==> src/rtl/alu_cmd_driver.sv <==
// alu_cmd_driver: drives an external 4-bit ALU through an IDLE/EXEC/RESP handshake.
// Optional accumulator feedback for operand A when ALU_CMD_DRIVER_ACC_EN is defined.
module alu_cmd_driver #(
  parameter int OVF_CNT_W = 4
) (
  input  logic                 clk,
  input  logic                 rst_n,
  input  logic                 cmd_valid,
  output logic                 cmd_ready,
  input  logic [2:0]           cmd_func,
  input  logic [3:0]           cmd_a,
  input  logic [3:0]           cmd_b,
  input  logic                 cmd_use_acc,
  output logic [3:0]           alu_a,
  output logic [3:0]           alu_b,
  output logic [2:0]           alu_func,
  input  logic [3:0]           alu_out,
  input  logic                 alu_cout,
  input  logic                 alu_overflow,
  output logic                 rsp_valid,
  input  logic                 rsp_ready,
  output logic [3:0]           rsp_data,
  output logic                 rsp_cout,
  output logic                 rsp_overflow,
  output logic                 rsp_true,
  output logic [OVF_CNT_W-1:0] ovf_count,
  output logic [3:0]           acc_value
);
  typedef enum logic [1:0] {IDLE, EXEC, RESP} state_t;
  state_t state, next;
  logic [3:0] a_sel;
  always_ff @(posedge clk or negedge rst_n)
    if (!rst_n) state <= IDLE;
    else state <= next;
  always_comb begin
    next = state;
    case (state)
      IDLE:    next = cmd_valid ? EXEC : IDLE;
      EXEC:    next = RESP;
      RESP:    next = rsp_ready ? IDLE : RESP;
      default: next = IDLE;
    endcase
  end
  always_comb begin
    cmd_ready = state == IDLE;
    rsp_valid = state == RESP;
  end
`ifdef ALU_CMD_DRIVER_ACC_EN
  logic [3:0] acc;
  always_ff @(posedge clk or negedge rst_n)
    if (!rst_n) acc <= '0;
    else if (state == EXEC) acc <= alu_out;
  assign acc_value = acc;
  assign a_sel = cmd_use_acc ? acc : cmd_a;
`else
  logic unused_use_acc;
  assign unused_use_acc = cmd_use_acc;
  assign acc_value = 4'b0000;
  assign a_sel = cmd_a;
`endif
  always_ff @(posedge clk or negedge rst_n)
    if (!rst_n) begin
      alu_a        <= '0;
      alu_b        <= '0;
      alu_func     <= '0;
      rsp_data     <= '0;
      rsp_cout     <= 1'b0;
      rsp_overflow <= 1'b0;
      rsp_true     <= 1'b0;
      ovf_count    <= '0;
    end else begin
      if (state == IDLE && cmd_valid) begin
        alu_a    <= a_sel;
        alu_b    <= cmd_b;
        alu_func <= cmd_func;
      end
      if (state == EXEC) begin
        rsp_data     <= alu_out;
        rsp_cout     <= alu_cout;
        rsp_overflow <= alu_overflow;
        rsp_true     <= alu_func[2:1] == 2'b11 && alu_out == 4'hf;
        if (alu_overflow && ovf_count != '1) ovf_count <= ovf_count + OVF_CNT_W'(1);
      end
    end
endmodule

==> config.mk <==
export PLATFORM = sky130hd
export DESIGN_NAME = alu_cmd_driver
export DESIGN_NICKNAME = d
export VERILOG_FILES = /design/src/rtl/alu_cmd_driver.sv
export SDC_FILE = /design/constraint.sdc
export NUM_CORES = 1
export LEC_CHECK = 0
export CORE_MARGIN = 2
export CORE_UTILIZATION = 39
export CTS_CLUSTER_DIAMETER = 50
export CTS_CLUSTER_SIZE = 16
export DETAILED_ROUTE_END_ITERATION = 12
export PLACE_DENSITY = 0.78
export SYNTH_ARGS = -nofsm -noshare
export SYNTH_HDL_FRONTEND = slang
export SYNTH_SLANG_ARGS = --single-unit
==> constraint.sdc <==
create_clock -name clk -period 1.4 [get_ports clk]
set_input_delay 0.21 -clock clk [delete_from_list [all_inputs] [get_ports clk]]
set_output_delay 0.21 -clock clk [all_outputs]
set_load 0.01 [all_outputs]
### Word-level counts from Yosys, hierarchy flattened

Index checks and enable logic that the tools add are counted.

* register bits: 24

* add/subtract/negate cells: 1
* eq/ne operators: 5
* mux-type cells: 3
* reductions and logical operators: 5

Operators with widths (number)
* 2-bit case mux with 3 select lines: 1
* 4-bit by 1-bit adder with 4-bit output, second input constant: 1
* 2-bit equality test, second input constant: 2
* 4-bit equality test, second input constant: 1
* 4-bit inequality test, second input constant: 1
* 1-bit logical AND: 3
* 2-bit by 1-bit equality test with 1-bit output, second input constant: 1
* 2-bit logical NOT: 1
* 2-bit 2-to-1 mux: 1
* 2-bit AND reduction: 1
* 1-bit 2-to-1 mux: 1

### Logic depth before layout (Yosys ltp)

* word-level depth: 3
* mapped depth: 4

### Least setup slack after synthesis

Ideal clock, no wire load.

* path kind: reg2reg
* from: register ovf_count[0]
* to: register ovf_count[1]
* library setup time: 125 ps
* data arrival time: 1205 ps
* data required time: 1275 ps
* path slack: 70 ps
* cell stages (with the launch flop): 4
* path buffers: 0
* clock period less this slack: 1330 ps
* cells stage by stage: dfrtp_1 -> ha_1 -> a31o_2 -> mux2_4

* word-level cells in the longest chain between the ends: 3

RTL lines
* start: declaration: line 26 `output logic [OVF_CNT_W-1:0] ovf_count,`
* start signal: assignment: line 82 `if (alu_overflow && ovf_count != '1) ovf_count <= ovf_count + OVF_CNT_W'(1);`
* branches (longest 3 deep; another with 4-bit by 1-bit adder with 4-bit output)

Parallel ways; which one is timed is not known.
A chain may end at the register's enable or synchronous reset.

### Worst setup path after layout

* from: register state[0]
* to: register ovf_count[1]

* word-level cells in the longest chain between the ends: 2

RTL lines
* start: declaration: line 30 `state_t state, next;`
* start signal: assignment: line 34 `else state <= next;`
* 2-bit by 1-bit equality test with 1-bit output: line 77 `if (state == EXEC) begin`
* 2-bit AND reduction (no source line)

No other way between the ends.

==> results.md <==
- Status: finished clean
- R2r startpoint: state[0]
- Fin worst setup slack: 0.00966 ns
- DIE HEIGHT: 55.4 um
- R2R Setup Slk: 0.01 ns
- Final HPWL DP: 1520 um
- Grt met1 use: 17.0%
- Top FF cell, synth: dfrtp_1
- CP Launch Point: state[0]
- Critical path fanouts, max: 3
- Worst hold slack: between 0.2 and 0.25 ns
- Commonest cells in the netlist: dfrtp_1 (24), mux2_4 (10), mux2_2 (8)
- Ys async rst share: 100%
- WL final: 2130 um
- Clock latency on the worst-skew pair: ~0.30 ns
- Top-count cell post-synth: dfrtp_1
- Post-synth EDFFs: 0
- Buffers on Ports: 44
- DR vias: 733
- H-Tree Depth: 1
- Leakage: about 0.00077 uW
- Starting density of the core: 41.2%
- Clock transition at path regs: 0.12 ns
- Largest net degree at the start of global routing: 25
- Nets@finish: 153
- Die area: 3070 um2
- # setup viols final: 0
- Initial antenna violation count: 0
- M3 GR Usage: 3.75%
- Vias per Instance: approximately 4.6
- Die width: 55.4 um
- # IOs: 50
- Root Driver: clkbuf_4
- Met2 Track Usage GR: 25.2%
- Clock buffer depth: 2
- Share of cells above drive strength 1: 32.6%
- Final Hold Viols: 0
- Fmax: slightly above 700 MHz
- Final period util: ~100%
- Critical Path Source Type: register
- PD cells: approximately 2000 nW/um2
- Worst Setup Path Type: reg2reg
- Routed Antenna Nets: 0
- RSZ-0062 raised after global routing: true
- Synth top area share: 58.3%
- Max cap viols: 0
- Initial DRC Count: 5
- Post-Syn Instances: 71
- CP arrival: 1.59 ns
- Num CTS Buffers: 3
- TritonCTS clock tree: built
- Tmin final: 1.39 ns
- Syn Std Cell Area: 1030 um2
- Yosys reg bits: 24
- Ant. Diodes: 0
- Synth top area cells: dfrtp_1 (58%), mux2_4 (15%), mux2_2 (8.7%)
- First-pass GRT wire length: ~3500 um
- Sequential element share of the synthesized area: 58.3%
- Critical path capture point type: register
- Grt peak-use layer: met2
- # rows: 18
- Setup WS pre-CTS: -0.0878 ns
- Gr ovfl total: 0
- Final Wtd Congestion: 0.763
- Vias in the first global route: 764
- Largest area contributor in the netlist: dfrtp_1
- Max IR drop VDD: 1220 uV
- Library cells used by synthesis: 23
- DRT Pass-1 Iters: 4
- HP Class: in2async
- Syn_area_per_cell: 14.5 um2
- Sequential cell area: 602 um2
- Required time of the critical path: 1.60 ns
- GRT Resource Usage Total: 14.4%
- Residual DRC: 0
- Core Box Area: 2500 um2
- Area Overhead vs Synth: 53.9%
- Clock sinks: 24
- Area occupied by multi-input gates: 407 um2
- Synth warn: 0
- Max Transition Viols Final: 0
- Setup Skew: 0.00143 ns
- Wirelength per Cell: 13.4 um
- CTS Hold Buffers Added: 0
- Layout fillers: 221
[power by group]
part | internal [uW] | switching [uW]
logic | 1000 | 659
clock network | 159 | 194
registers | 1030 | 202
[sequential cells by signal (all words and copies together), names as in the netlist]
register and count:
rsp_overflow 1, rsp_data 4, alu_b 4, rsp_cout 1, state 2, alu_a 4
ovf_count 4, alu_func 3, rsp_true 1
[worst max-delay path, stage by stage, from the launching register on]
cell and delay [ns]:
dfrtp_1 0.43, buf_6 0.12, buf_6 0.08, nand3b_1 0.11
a31o_2 0.25, mux2_4 0.29
[logic make-up after synthesis]
group	share of synthesized area, %
flops	58.3
xor+xnor	0.850
fa+ha+maj	1.21
mux	24.3
simple gates	8.13
other cells	0.364
compound gates	2.06
buf+inv	4.85
[path summary, 6_finish.rpt]
| check | depth (start not counted) | to |
|---|---|---|
| max reg2reg | 5 | ovf_count[1] |
| min reg2reg | 2 | rsp_true |
| max in group asynchronous | 2 | state[1] |
| min in group clk | 2 | state[1] |
| min | 2 | alu_func[2] |
| max | 5 | ovf_count[1] |
[per-stage QoR]
step	setup TNS, ns	total power [uW]	instance area [um2]	std cells	utilization (%)
final	0	3250	1590	159	63.5
after global routing	-0.159	3490	1590	159	63.5
after CTS	-0.0208	3250	1570	157	62.6
after global placement	-0.0950	2940	1510	147	60.5
after detailed placement	-0.174	3000	1510	147	60.5
after floorplan	0	2090	1040	74	-
[placed cells by master (no fill, tap or decap), types with 2 or more instances in the layout]
cell             netlist  routed
buf_4                  4      10
nand2_1                4       4
mux2_4                10      10
clkdlybuf4s50_1        0      20
nand2b_1               3       2
nor2_1                 2       2
conb_1                 1       4
mux2_2                 8       8
dfrtp_1               24      23
clkbuf_4               0       3
buf_6                  1       2
dlygate4sd2_1          0      22
[per-layer routing]
metal | up-vias | part of all wire, %
met1 | 353 | 39
met4 | 0 | 0.71
met2 | 27 | 54
met5 | - | 0
met3 | 2 | 5.6
li1 | 351 | -
[what timing repair did]
item	CTS	global route
setup buffers	6	1
gates resized for setup	26	7
cloned	0	1
pin swaps	1	1
setup endpoints to repair	24	11
[final cells by class]
| cell class | count | share of cell area (%) |
|---|---|---|
| Multi-Input combinational cell | 44 | 25.6 |
| Timing Repair Buffer | 56 | 31.5 |
| Tap cell | 30 | 2.37 |
| Sequential cell | 24 | 37.9 |
| Inverter | 1 | 0.237 |
| Clock buffer | 4 | 2.29 |
Power figures use the tool's default switching activity.
